`src/rtl/rb_pkg.sv`:
```
// Shared types and helpers for the ringbuffer write arbiter.
package rb_pkg;

  // Upper bounds for the generic round-robin helper.
  localparam int unsigned RB_MAX_REQ  = 32;
  localparam int unsigned RB_MAX_ID_W = 5;

  // Default slice widths, used by the default entry layout.
  localparam int unsigned RB_DEF_NUM_REQ = 4;
  localparam int unsigned RB_DEF_DATA_W  = 128;
  localparam int unsigned RB_DEF_ID_W    = $clog2(RB_DEF_NUM_REQ);

  typedef enum logic {
    IDLE,
    GRANT
  } rb_arb_state_t;

  // Layout of one ringbuffer entry at the default widths: {id, last, data}.
  typedef struct packed {
    logic [RB_DEF_ID_W-1:0]   id;
    logic                     last;
    logic [RB_DEF_DATA_W-1:0] data;
  } rb_entry_t;

  // First set index of valid after ptr, searching cyclically over n requesters.
  function automatic logic [RB_MAX_ID_W-1:0] rr_pick(
    input logic [RB_MAX_REQ-1:0]  valid,
    input logic [RB_MAX_ID_W-1:0] ptr,
    input int unsigned            n
  );
    logic [RB_MAX_ID_W-1:0] pick;
    logic                   found;
    int unsigned            idx;
    pick  = '0;
    found = 1'b0;
    for (int unsigned i = 1; i <= RB_MAX_REQ; i++) begin
      if (i <= n) begin
        idx = (32'(ptr) + i) % n;
        if (!found && valid[idx[RB_MAX_ID_W-1:0]]) begin
          pick  = idx[RB_MAX_ID_W-1:0];
          found = 1'b1;
        end
      end
    end
    return pick;
  endfunction

endpackage

```
`src/rtl/rb_wr_arbiter_rr_select.sv`:
```
// Combinational round-robin picker: first valid requester after ptr.
module rr_select
  import rb_pkg::*;
#(
  parameter int NUM_REQ = 4,
  localparam int ID_W   = $clog2(NUM_REQ)
) (
  input  logic [NUM_REQ-1:0] valid,
  input  logic [ID_W-1:0]    ptr,
  output logic [ID_W-1:0]    pick,
  output logic               any
);

  // Priority rotates so the index right after ptr wins.
  always_comb begin
    any  = |valid;
    pick = ID_W'(rr_pick(RB_MAX_REQ'(valid), RB_MAX_ID_W'(ptr), NUM_REQ));
  end

endmodule

```
`src/rtl/rb_wr_arbiter.sv`:
```
// Packet-aware round-robin arbiter sharing one ringbuffer write port.
module rb_wr_arbiter
  import rb_pkg::*;
#(
  parameter int NUM_REQ   = 4,
  parameter int DATA_W    = 128,
  parameter int MAX_BEATS = 16,
  localparam int ID_W     = $clog2(NUM_REQ)
) (
  input  logic                      clk,
  input  logic                      resetn,
  input  logic [NUM_REQ-1:0]        req_valid,
  input  logic [NUM_REQ-1:0]        req_last,
  input  logic [NUM_REQ*DATA_W-1:0] req_data,
  output logic [NUM_REQ-1:0]        req_ready,
  output logic                      rb_wr_en,
  output logic [DATA_W+ID_W:0]      rb_din,
  input  logic                      rb_full,
  output logic                      busy,
  output logic                      overrun_err
);

  localparam int CNT_W = $clog2(MAX_BEATS + 1);

  rb_arb_state_t    state, state_next;
  logic [ID_W-1:0]  grant;
  logic [ID_W-1:0]  rr_ptr;
  logic [CNT_W-1:0] beat_cnt;

  logic [ID_W-1:0]   pick;
  logic              any_valid;
  logic              g_valid;
  logic              g_last;
  logic [DATA_W-1:0] g_data;
  logic              accept;
  logic              at_max;
  logic              end_pkt;

  rr_select #(
    .NUM_REQ (NUM_REQ)
  ) u_rr_select (
    .valid (req_valid),
    .ptr   (rr_ptr),
    .pick  (pick),
    .any   (any_valid)
  );

  // Granted requester's view and beat-acceptance conditions.
  always_comb begin
    g_valid = req_valid[grant];
    g_last  = req_last[grant];
    g_data  = req_data[int'(grant)*DATA_W +: DATA_W];
    accept  = (state == GRANT) && g_valid && !rb_full;
    at_max  = (beat_cnt == CNT_W'(MAX_BEATS - 1));
    end_pkt = accept && (g_last || at_max);
  end

  // State register.
  always_ff @(posedge clk) begin
    if (!resetn) state <= IDLE;
    else         state <= state_next;
  end

  // Next state: arbitrate in IDLE, hold grant until the packet's final beat.
  always_comb begin
    state_next = state;
    unique case (state)
      IDLE:  if (any_valid) state_next = GRANT;
      GRANT: if (end_pkt)   state_next = IDLE;
      default: state_next = IDLE;
    endcase
  end

  // Grant, round-robin pointer, beat counter and sticky overrun flag.
  always_ff @(posedge clk) begin
    if (!resetn) begin
      grant       <= '0;
      rr_ptr      <= ID_W'(NUM_REQ - 1);
      beat_cnt    <= '0;
      overrun_err <= 1'b0;
    end else begin
      if (state == IDLE && any_valid) begin
        grant    <= pick;
        rr_ptr   <= pick;
        beat_cnt <= '0;
      end else if (accept) begin
        beat_cnt <= beat_cnt + CNT_W'(1);
      end
      if (accept && at_max && !g_last) overrun_err <= 1'b1;
    end
  end

  // Outputs: only the granted requester sees ready, and never while full.
  always_comb begin
    req_ready = '0;
    rb_wr_en  = 1'b0;
    busy      = (state == GRANT);
    if (state == GRANT) begin
      req_ready[grant] = !rb_full;
      rb_wr_en         = g_valid && !rb_full;
    end
    // A packet cut at MAX_BEATS is closed by forcing last on its final beat.
    rb_din = {grant, g_last || at_max, g_data};
  end

endmodule
```
`config.mk`:
```
export PLATFORM = sky130hd
export DESIGN_NAME = rb_wr_arbiter
export DESIGN_NICKNAME = d
export VERILOG_FILES = /design/src/rtl/rb_pkg.sv /design/src/rtl/rb_wr_arbiter_rr_select.sv /design/src/rtl/rb_wr_arbiter.sv
export SDC_FILE = /design/constraint.sdc
export NUM_CORES = 1
export LEC_CHECK = 0
export CORE_AREA = 2 2 260 262
export DETAILED_ROUTE_END_ITERATION = 12
export DIE_AREA = 0 0 262 264
export PLACE_DENSITY = 0.39
export SLEW_MARGIN = 20
export SYNTH_ARGS = -nofsm -noshare
export SYNTH_HDL_FRONTEND = slang
export SYNTH_SLANG_ARGS = --single-unit
```
`constraint.sdc`:
```
create_clock -name clk -period 4.77 [get_ports clk]
set_clock_uncertainty 0.1 [all_clocks]
set_input_delay 0.954 -clock clk [delete_from_list [all_inputs] [get_ports clk]]
set_output_delay 0.954 -clock clk [all_outputs]
set_load 0.01 [all_outputs]
```
Word-level counts from Yosys, hierarchy flattened
Cells that the tools add are included.
{"block": "word_totals", "input_bits": 523, "ff_bits": 11, "output_inout_bits": 138}
{"block": "classes", "n_addsub": 5, "mux": 26, "shift": 1, "eq_ne": 1, "n_bitwise": 3, "n_reduce_logical": 19, "n_lt_le_gt_ge": 6}
{"cell": "indexed part select 512 x 10 -> 128 bit", "n": 1}
{"cell": "less-than comparator 2 x 6 -> 1 bit (second input constant)", "n": 4}
{"cell": "2-to-1 mux 1 bit", "n": 13}
{"cell": "binary-select mux 1 bit (select 2 bit)", "n": 6}
{"cell": "logical AND 1 bit", "n": 11}
{"cell": "2-to-1 mux 2 bit", "n": 4}
{"cell": "adder 5 x 1 -> 5 bit (second input constant)", "n": 1}
{"cell": "== test 5 x 4 -> 1 bit (second input constant)", "n": 1}
{"cell": "zero test 1 bit", "n": 5}
{"cell": "adder 2 x 1 -> 2 bit (second input constant)", "n": 2}
{"cell": "adder 2 bit (second input constant)", "n": 2}
{"cell": "bitwise AND 4 bit", "n": 1}
{"cell": "2-to-1 mux 4 bit", "n": 1}
{"cell": "OR reduction 4 bit", "n": 1}
{"cell": "less-than comparator 2 x 3 -> 1 bit (second input constant)", "n": 1}
{"cell": "demux 1 bit (select 2 bit)", "n": 1}
{"cell": ">= comparator 2 x 1 -> 1 bit (second input constant)", "n": 1}
{"cell": "inverter 1 bit", "n": 2}
{"cell": "case mux 1 bit (2 select lines)", "n": 1}
{"cell": "OR reduction 2 bit", "n": 1}
{"cell": "logical OR 1 bit", "n": 1}

Logic depth before layout (Yosys ltp)
{"block": "logic_depth", "ltp_word": 13, "ltp_mapped": 5, "ltp_nobuf": 5}

Modules after synthesis
A second synthesis with hierarchy kept.
{"block": "hier_totals", "hier_cells": 232, "area_unflattened_um2": 3658.5}
{"mod": "rb_wr_arbiter", "seq_area_each_um2": 220.2, "area_per_inst_um2": 3577.2, "instances": 1, "cells_each": 218}
{"mod": "rr_select", "seq_area_each_um2": 0.0, "area_per_inst_um2": 81.3, "instances": 1, "cells_each": 14}

Least setup slack after synthesis
OpenSTA, ideal clock, no wires.
{"block": "synth_timing", "path_type": "input port to output port", "from": "input port req_last[3]", "to": "output port rb_din[128]", "slack_ps": 2002, "stages": 2, "t_arrival_ps": 1714, "required_time_ps": 3716, "path_cell_list": "mux4_2 -> or2_2"}
{"block": "synth_between", "elab_chain_cells": 3}
{"item": "from (decl)", "line": "rb_wr_arbiter.sv:13", "text": "input logic [NUM_REQ-1:0] req_last,"}
{"item": "binary-select mux 1 bit (select 2 bit)", "line": "rb_wr_arbiter.sv:51", "text": "g_last = req_last[grant];"}
{"item": "2-to-1 mux 1 bit (implied by the code)", "line": "rb_wr_arbiter.sv:51"}
{"item": "logical OR 1 bit", "line": "rb_wr_arbiter.sv:103", "text": "rb_din = {grant, g_last || at_max, g_data};"}
{"item": "to (decl)", "line": "rb_wr_arbiter.sv:17", "text": "output logic [DATA_W+ID_W:0] rb_din,"}
No other way between the ends. The select of a mux whose other input is x is not followed.

Worst setup path after layout
Ends and elaborated chain as after synthesis.

==> results.py <==
metrics = {
    "clocking": {
        "postCtsSetupBuffers": 0,
        "hold_buffers": 0,
        "clock_latency_ps": 240,
        "h-tree-depth": 1,
        "cts_tree": "done",
        "cts_resized": 0,
        "root_buffer": "clkbuf_16",
        "cts_max_path_buffers": 2,
        "path_clk_slew_ps": 40,
        "cts_made_buffers": 3,
        "cts.sinks": 11,
    },
    "job": {
        "cap_viol_max_count": 0,
    },
    "timing": {
        "clock.fmax_ghz": 0.265,
        "relSlewSlack_pct": 46.3,
        "post-route-period-util_pct": 79.1,
        "setup_tns_ps": 0,
        "worst_slew_pin_slew_ps": 805,
        "finalSetupViolations": 0,
        "slew_viol_final": 0,
        "hold_slack_ps": 349,
        "final_hold_viol_count": 0,
        "rsz0062_at_grt": "false",
        "layout_min_cycle_time_ps": 3770,
    },
    "placed_design": {
        "place_area_um2": 11400,
        "gp_congestion": 0.865,
        "dp_hpwl_um": 37700,
        "io_buffers": 660,
    },
    "grt": {
        "grt.overflow.total": 0,
        "grt_pass1_vias": 6189,
        "grt_pass1_wl_um": 51700,
        "antenna_found_initial": 36,
        "grt_usage_pct": 11.0,
        "grt_start_max_net_pins": 56,
    },
    "power": {
        "ir_worst_vdd_mv": 0.0914,
        "power_leakage_nw": 3.65,
        "p_per_area_nw_per_um2": 143,
        "power_mw": 1.65,
    },
    "floorplanning": {
        "die_y_um": 264,
        "row_count": 95,
        "io_pins": 661,
        "dieArea_um2": 69200,
        "start_util_pct": 5.50,
        "die_w_um": 262,
        "placeableCoreArea_um2": 66600,
    },
    "synthesis": {
        "synth_adder_area_share_pct": 0.684,
        "synth_area_leaders": "mux4_2 (79%), dfxtp_1 (6.0%), buf_2 (1.9%)",
        "synth_top_family_by_area": "multiplexers",
        "synthSimpleGateAreaFrac_pct": 4.45,
        "yosysTopAreaCell": "mux4_2",
        "synth_top_area_share_pct": 79.4,
        "yosys_warnings": 0,
        "postSynthCellCount": 232,
        "netlist_area_um2": 3660,
        "synthDistinctLibCells": 37,
        "synth_mux_area_share_pct": 80.5,
        "yosysSeqAreaShare_pct": 6.02,
        "ys_seq_elements": 11,
        "synthXorXnorAreaFrac_pct": 0.239,
        "synth-compound-area-share_pct": 3.49,
        "syn_nets": 757,
        "synth_area_per_cell_um2": 15.8,
    },
    "layout": {
        "fill_cells": 7329,
        "layout-drive-gt1-share_pct": 17.2,
        "area_growth_pct": 214,
        "stdcell_area_um2": 11500,
        "final_nets": 1404,
        "fin_util_pct": 17.3,
    },
    "hold_path": {
        "hold_class": "reg2reg",
    },
    "detailed_routing": {
        "via_per_inst": 3.15,
        "routedWlPerCell_um": 23.2,
        "wirelength_um": 40900,
        "drtIter0Drc": 203,
        "drtPass1Iterations": 4,
        "postRouteAntennaNets": 0,
        "drcViolationCount": 0,
        "vias": 5565,
    },
    "critical_path": {
        "critPathMaxFanout": 2,
        "critPathLaunchType": "primary input",
        "crit_arrival_ps": 2720,
        "critPathKind": "in2out",
        "crit_path_end_kind": "output port",
        "required_ps": 3720,
    },
    "status": {
        "status": "finished clean",
    },
}
==> critical path, stage by stage <==
cell and delay (ps):
clkdlybuf4s50_1 390, mux4_2 530, or2_2 320, clkdlybuf4s50_1 520
==> through the flow <==
stage / setup slack, ps / cells
after global routing: 902 / 1756
final: 997 / 1768
after detailed placement: 927 / 1747
after CTS: 930 / 1751
after global placement: 945 / 1747
after floorplan: 2000 / 232
==> final cells by class <==
type	instances	area [µm²]	area share, %
flip-flops and latches	11	228	1.98
repair buffers	673	6770	58.8
clock buffers	4	78.8	0.685
multi-input cells	184	3270	28.4
diodes	17	42.5	0.370
inverters	6	22.5	0.196
well taps	873	1090	9.50
==> synthesized netlist by cell type, drive strengths merged <==
master / count
a211oi: 3
a21boi: 1
a21oi: 3
a221o: 1
a31o: 1
a31oi: 1
and3: 2
and4: 1
buf: 21
clkbuf: 10
dfxtp: 11
ha: 2
inv: 6
mux2: 1
mux2i: 3
mux4: 129
nand2: 5
nand2b: 2
nand3: 1
nand3b: 1
nand4b: 1
nor2: 10
nor2b: 1
nor3b: 1
nor4: 1
o21ai: 5
o22ai: 3
or2: 1
or3: 1
or3b: 1
or4: 1
xnor2: 1
==> metal layers <==
| layer | vias to the layer above | share of wire [%] | global-route usage (%) | wire length, µm |
|---|---|---|---|---|
| met4 | 16 | 3.3 | 2.26 | 1330 |
| met5 | - | 0.27 | 0 | 111 |
| met1 | 2645 | 35 | 12.1 | 14400 |
| met2 | 441 | 48 | 19.6 | 19600 |
| met3 | 51 | 13 | 4.53 | 5460 |
| li1 | 2412 | - | - | - |
==> kinds of logic (layout without fill, tap and decap cells) <==
logic type,after synthesis,after routing
and+or+nand+nor,30,30
other,0,17
muxes,133,133
buffers and inverters,37,683
DFF,11,11
AOI/OAI and AO/OA,18,18
adders and majority gates,2,2
xor gates and xnor gates,1,1
==> where the power goes <==
group	switching [mW]	leakage (nW)	internal (mW)
clock	0.0397	0.0383	0.112
combinational	0.437	3.52	0.926
sequential	0.0347	0.0913	0.0977
total	0.511	3.65	1.14
==> registers in the layout (all words and copies together) (netlist names) <==
signal / count
rr_ptr: 2
beat_cnt: 5
grant: 2
overrun_err: 1
busy: 1
==> path summary, 6_finish.rpt <==
check | endpoint | cells past startpoint | start | slack, ps
max | rb_din[128] | 4 | req_last[3] | 1000
min | overrun_err | 2 | overrun_err | 350
max reg2reg | beat_cnt[3] | 4 | grant[1] | 2530
min reg2reg | overrun_err | 2 | overrun_err | 350
==> cells in the final DEF, fill, tap and decap left out, drive strengths merged, types with 3 or more instances in the layout <==
cell type	netlist	layout
mux4	129	129
inv	6	6
o22ai	3	3
clkbuf	10	4
o21ai	5	5
nor2	10	10
clkdlybuf4s50	0	660
dfxtp	11	11
a21oi	3	3
nand2	5	5
mux2i	3	3
buf	21	13
a211oi	3	3
diode	0	17
(Power assumes the default switching activity.)
